[config.mk]
export PLATFORM = sky130hd
export DESIGN_NAME = miriscv_lsu_ctrl
export DESIGN_NICKNAME = d
export VERILOG_FILES = /design/src/rtl/miriscv_lsu_ctrl.sv
export SDC_FILE = /design/constraint.sdc
export NUM_CORES = 1
export LEC_CHECK = 0
export ABC_AREA = 0
export CAP_MARGIN = 10
export CELL_PAD_IN_SITES_DETAIL_PLACEMENT = 0
export CELL_PAD_IN_SITES_GLOBAL_PLACEMENT = 1
export CORE_MARGIN = 2
export CORE_UTILIZATION = 35
export CTS_BUF_LIST = sky130_fd_sc_hd__clkbuf_8
export CTS_CLUSTER_SIZE = 10
export DETAILED_ROUTE_END_ITERATION = 8
export PLACE_DENSITY = 0.9
export SYNTH_ARGS = -nofsm -noshare
export SYNTH_HDL_FRONTEND = slang
export SYNTH_SLANG_ARGS = --single-unit
[constraint.sdc]
create_clock -name clk_i -period 2.7 [get_ports clk_i]
set_input_delay 0.54 -clock clk_i [delete_from_list [all_inputs] [get_ports clk_i]]
set_output_delay 0.54 -clock clk_i [all_outputs]
set_load 0.005 [all_outputs]
[src/rtl/miriscv_lsu_ctrl.sv]
// Load/store sequencing controller: grant/response data-bus handshake, core stall, load alignment.
// Optional MIRISCV_LSU_MISALIGN_TRAP_EN: misaligned H/HU/W accesses skip the bus and report an error.
module miriscv_lsu_ctrl #(
   parameter int unsigned TIMEOUT = 255,
   parameter int unsigned ADDR_W  = 32
) (
   input  logic              clk_i,
   input  logic              arstn_i,
   input  logic              lsu_req_i,
   input  logic              lsu_we_i,
   input  logic [2:0]        lsu_size_i,
   input  logic [ADDR_W-1:0] lsu_addr_i,
   input  logic [31:0]       lsu_data_i,
   output logic [31:0]       lsu_data_o,
   output logic              lsu_stall_req_o,
   output logic              lsu_err_o,
   output logic              data_req_o,
   output logic              data_we_o,
   output logic [3:0]        data_be_o,
   output logic [ADDR_W-1:0] data_addr_o,
   output logic [31:0]       data_wdata_o,
   input  logic              data_gnt_i,
   input  logic              data_rvalid_i,
   input  logic [31:0]       data_rdata_i
);

   localparam int unsigned CNT_W = (TIMEOUT > 0) ? $clog2(TIMEOUT + 1) : 1;

   localparam logic [2:0] LDST_B  = 3'd0;
   localparam logic [2:0] LDST_H  = 3'd1;
   localparam logic [2:0] LDST_W  = 3'd2;
   localparam logic [2:0] LDST_BU = 3'd4;
   localparam logic [2:0] LDST_HU = 3'd5;

   typedef enum logic [1:0] {
      IDLE,
      WAIT_GNT,
      WAIT_RVALID,
      DONE
   } stateT;

   stateT            state, stateNext;
   logic             weQ;
   logic [2:0]       sizeQ;
   logic [1:0]       offQ;
   logic [CNT_W-1:0] tmoCnt;
   logic             inWait;
   logic             tmoHit;
   logic             misalign;
   logic [3:0]       beNext;
   logic [31:0]      wdataNext;
   logic [7:0]       rByte;
   logic [15:0]      rHalf;
   logic [31:0]      loadData;

   assign inWait          = (state == WAIT_GNT) || (state == WAIT_RVALID);
   assign tmoHit          = (TIMEOUT != 0) && inWait && (tmoCnt == CNT_W'(TIMEOUT));
   assign lsu_stall_req_o = lsu_req_i && (state != DONE);

`ifdef MIRISCV_LSU_MISALIGN_TRAP_EN
   always_comb begin
      misalign = 1'b0;
      case (lsu_size_i)
         LDST_H, LDST_HU: misalign = lsu_addr_i[0];
         LDST_W:          misalign = |lsu_addr_i[1:0];
         default:         misalign = 1'b0;
      endcase
   end
`else
   assign misalign = 1'b0;
`endif

   always_comb begin
      beNext    = 4'b1111;
      wdataNext = lsu_data_i;
      case (lsu_size_i)
         LDST_B, LDST_BU: begin
            beNext    = 4'b0001 << lsu_addr_i[1:0];
            wdataNext = {4{lsu_data_i[7:0]}};
         end
         LDST_H, LDST_HU: begin
            beNext    = lsu_addr_i[1] ? 4'b1100 : 4'b0011;
            wdataNext = {2{lsu_data_i[15:0]}};
         end
         default: begin
            beNext    = 4'b1111;
            wdataNext = lsu_data_i;
         end
      endcase
   end

   always_comb begin
      rByte = data_rdata_i[7:0];
      case (offQ)
         2'd0: rByte = data_rdata_i[7:0];
         2'd1: rByte = data_rdata_i[15:8];
         2'd2: rByte = data_rdata_i[23:16];
         2'd3: rByte = data_rdata_i[31:24];
         default: rByte = data_rdata_i[7:0];
      endcase
      rHalf    = offQ[1] ? data_rdata_i[31:16] : data_rdata_i[15:0];
      loadData = data_rdata_i;
      case (sizeQ)
         LDST_B:  loadData = {{24{rByte[7]}}, rByte};
         LDST_BU: loadData = {24'b0, rByte};
         LDST_H:  loadData = {{16{rHalf[15]}}, rHalf};
         LDST_HU: loadData = {16'b0, rHalf};
         default: loadData = data_rdata_i;
      endcase
   end

   // data_req_o is decoded from state so an asynchronous reset drops it at once
   always_comb begin
      stateNext  = state;
      data_req_o = 1'b0;
      case (state)
         IDLE: begin
            if (lsu_req_i) stateNext = misalign ? DONE : WAIT_GNT;
         end
         WAIT_GNT: begin
            if (tmoHit) begin
               stateNext = DONE;
            end else begin
               data_req_o = 1'b1;
               if (data_gnt_i) stateNext = WAIT_RVALID;
            end
         end
         WAIT_RVALID: begin
            if (tmoHit || data_rvalid_i) stateNext = DONE;
         end
         DONE:    stateNext = IDLE;
         default: stateNext = IDLE;
      endcase
   end

   always_ff @(posedge clk_i or negedge arstn_i) begin
      if (!arstn_i) begin
         state        <= IDLE;
         weQ          <= 1'b0;
         sizeQ        <= '0;
         offQ         <= '0;
         tmoCnt       <= '0;
         data_we_o    <= 1'b0;
         data_be_o    <= '0;
         data_addr_o  <= '0;
         data_wdata_o <= '0;
         lsu_data_o   <= '0;
         lsu_err_o    <= 1'b0;
      end else begin
         state     <= stateNext;
         lsu_err_o <= 1'b0;
         case (state)
            IDLE: begin
               tmoCnt <= '0;
               if (lsu_req_i) begin
                  weQ          <= lsu_we_i;
                  sizeQ        <= lsu_size_i;
                  offQ         <= lsu_addr_i[1:0];
                  data_we_o    <= lsu_we_i;
                  data_be_o    <= beNext;
                  data_addr_o  <= {lsu_addr_i[ADDR_W-1:2], 2'b00};
                  data_wdata_o <= wdataNext;
                  if (misalign) begin
                     lsu_err_o  <= 1'b1;
                     lsu_data_o <= '0;
                  end
               end
            end
            WAIT_GNT, WAIT_RVALID: begin
               if (TIMEOUT != 0) tmoCnt <= tmoCnt + 1'b1;
               if (tmoHit) begin
                  lsu_err_o  <= 1'b1;
                  lsu_data_o <= '0;
               end else if ((state == WAIT_RVALID) && data_rvalid_i && !weQ) begin
                  lsu_data_o <= loadData;
               end
            end
            default: ;
         endcase
      end
   end

endmodule
==> key figures <==
Global routing
  – Largest net degree at the start of global routing: 116
  – Number of global-route vias before repair: 5000
  – First-pass GRT wire length: 25060 um
  – Initial antenna violation count: 0
  – GR Util All Layers: 19.31%
  – GR Overflow Total: 0

Die
  – Die Span Y: 129.7 um
  – Die ar.: 16820 um^2
  – Core Area: 15310 um^2
  – FP Rows: 45
  – Initial Util: 36.11%
  – Die Wd: 129.7 um
  – Io pins: 209

Logic synthesis
  – Top cells by area, synth: dfrtp_1, mux2_2, mux2i_1
  – Simple-Gate Fraction of Synth Area: 11.40%
  – Syn_area_per_cell: 11.04 um^2
  – Register area share after synthesis: 52.04%
  – Async set-or-reset flop fraction in the synthesized netlist: 100.0%
  – Synth Area in Compound Gates: 14.84%
  – Post-synth top area share: 52.04%
  – Top cell type by total area after synthesis: dfrtp_1
  – Synth Area in XOR/XNOR: 0.3167%
  – Mux share of post-synthesis cell area: 15.41%
  – EDFF count, synth: 0
  – Dominant synthesized flop cell: dfrtp_1
  – Distinct cells, synth: 46
  – Largest family of logic cells by synthesized area: multiplexers
  – #FFs+latches synth: 115
  – Mapped Cells: 501
  – YS warnings: 0
  – Area of the mapped netlist: 5530 um^2
  – Synth Area in Adders: 1.584%

Drt
  – Via count: 4640
  – Drt wl/cell: 17.01 um
  – Routed wire length: 15890 um
  – First drt pass iteration count: 4
  – Residual DRC count: 0
  – DR iter-0 viols: 192
  – DR vias/cell: 4.968
  – ANT nets after route: 0

Timing
  – Setup violations, final: 0
  – Tmin final: 2.490 ns
  – Achievable Freq: 401.6 MHz
  – Setup Skew: 0.005732 ns
  – Slew Viols, Final: 0
  – RSZ-0062 raised after global routing: false
  – Actual slew at the worst max-slew pin: 0.7040 ns
  – Final hold violation count: 0
  – Setup TNS: 0 ns
  – Fin crit share: 92.21%
  – Slew margin rel.: 53.06%

Clock tree
  – Worst skew pair latency: 0.44 ns
  – Clk root buf: clkbuf_8
  – CTS H-tree lvls: 4
  – Hold-fix buffer count after cts: 0
  – CTS Buffer Depth: 2
  – Clock-pin slew on the worst setup and hold paths: 0.06 ns
  – CTS tree: built
  – Inserted Clock Buffers: 17
  – Clock Sinks: 115

Worst setup path
  – CP Capture Type: output pin
  – Setup CP Type: reg2out
  – Worst EP required: 2.16 ns
  – Critical path fanouts, max: 5
  – Worst Setup Start Kind: register
  – Arrival @ worst endpoint: 1.95 ns

Power and ir drop
  – Tot Pwr: 8.487 mW
  – Power Dens Cells: 1032 nW/um^2
  – VDD IR max: 0.5050 mV
  – Lkg Pwr: 3.519 nW

Placed design
  – RePlAce Congestion: 0.8038
  – IO buf count: 206
  – Hpwl dp: 11800 um
  – Placed inst area: 7834 um^2

Outcome
  – Status: completed

Layout
  – Layout area overhead: 48.73%
  – Filler instances: 1330
  – Share of cells above drive strength 1: 14.25%
  – Layout Nets: 823
  – Final instance area: 8225 um^2
  – ANT cells: 0

Run
  – Max cap viols: 0

Min path
  – Worst hold path class: in2async
==> cell usage in the layout, fill, tap and decap left out, drive strengths merged, types with 10 or more instances in the layout <==
cell type / Yosys / routed
a22o: 17 / 17
mux2i: 33 / 33
nor2: 18 / 18
dfrtp: 115 / 115
nor3: 10 / 10
inv: 17 / 19
mux2: 44 / 44
a211oi: 10 / 10
nand2b: 22 / 22
a21oi: 15 / 15
clkdlybuf4s50: 0 / 204
clkbuf: 18 / 19
o21ai: 49 / 49
nand2: 54 / 54
buf: 16 / 19
==> critical path, stage by stage (launching register included) <==
cell and delay [ns]:
dfrtp_1 0.37, inv_2 0.06, ha_1 0.30, nand4_1 0.10
or2_1 0.25, inv_2 0.10, nor2_1 0.06, dlygate4sd2_1 0.26
==> synth_stat cells (8+ instances only) <==
master    instances
mux2_2           40
dfrtp_1         115
nand2_1          54
o21ai_1          39
a21oi_1          15
clkbuf_1         18
nand3b_1          8
inv_1            16
mux2i_1          33
a22o_1           17
o21ai_0          10
nor3_1           10
nor2_1           16
nand2b_1         22
==> state kept, by name (all words and copies together), names as in the netlist <==
| signal | flops |
|---|---|
| data_be_o | 4 |
| tmoCnt | 8 |
| weQ | 1 |
| state | 2 |
| lsu_err_o | 1 |
| lsu_data_o | 32 |
| sizeQ | 3 |
| offQ | 2 |
| data_addr_o | 30 |
| data_wdata_o | 32 |
==> repair_timing <==
| action | 4_1_cts | 5_1_grt |
|---|---|---|
| gates resized for setup | 2 | 0 |
| buffers inserted | 2 | 0 |
| endpoints found under the setup margin | 1 | 0 |
==> per-stage QoR <==
step	setup WS [ns]	hold WS (ns)	instances	util [%]
after floorplan	0.7651	0.2444	502	-
after global placement	0.4011	0.4676	901	51.15
after detailed placement	0.3340	0.4802	901	51.15
after CTS	0.1702	0.1994	934	53.71
after global routing	0.06919	0.2060	934	53.71
final	0.2103	0.1138	934	53.71
==> kinds of logic (layout without fill, tap and decap cells) <==
| family | Yosys count | count (layout) |
|---|---|---|
| multiplexers | 78 | 78 |
| buffers and inverters | 51 | 272 |
| XOR/XNOR | 2 | 2 |
| flip-flops | 115 | 115 |
| AND/OR/NAND/NOR | 128 | 128 |
| AO/OA/AOI/OAI | 119 | 119 |
| adder cells (fa/ha/maj) | 7 | 7 |
| other | 1 | 2 |
==> worst paths after layout <==
check | startpoint | slack (ns) | end | cells after the start
setup reg to reg | state[0] | 0.61 | lsu_data_o[29] | 8
hold reg to reg | data_wdata_o[24] | 0.49 | data_wdata_o[24] | 2
setup / recovery | state[0] | 0.21 | data_req_o | 7
hold / removal | arstn_i | 0.11 | lsu_data_o[1] | 2
min in group clk_i | data_wdata_o[24] | 0.49 | data_wdata_o[24] | 2
max in group asynchronous | arstn_i | 2.00 | sizeQ[0] | 2
==> routing by layer <==
metal  wire [um]  part of all wire [%]  GRT usage, %  vias up
met5           0                     0             0        -
met1        6412                    40         22.08     2227
met4         389                   2.4         7.843        0
li1            -                     -             -     2189
met2        7532                    47         31.78      198
met3        1551                   9.8         8.487       26
==> area by class of cell <==
type	count	area [um^2]	area share, %
Clock inverter	12	116.4	1.415
Inverter	17	63.81	0.7758
Tap cell	211	264.0	3.210
Multi-Input combinational cell	336	2424	29.46
Timing Repair Buffer	224	2218	26.97
Clock buffer	19	261.5	3.179
Sequential cell	115	2878	34.99
==> report_power, final <==
group,switching (mW),internal (mW)
logic,1.54,2.35
clock network,0.708,0.848
registers,0.518,2.52
No activity file was read; power rests on OpenSTA's default activity.
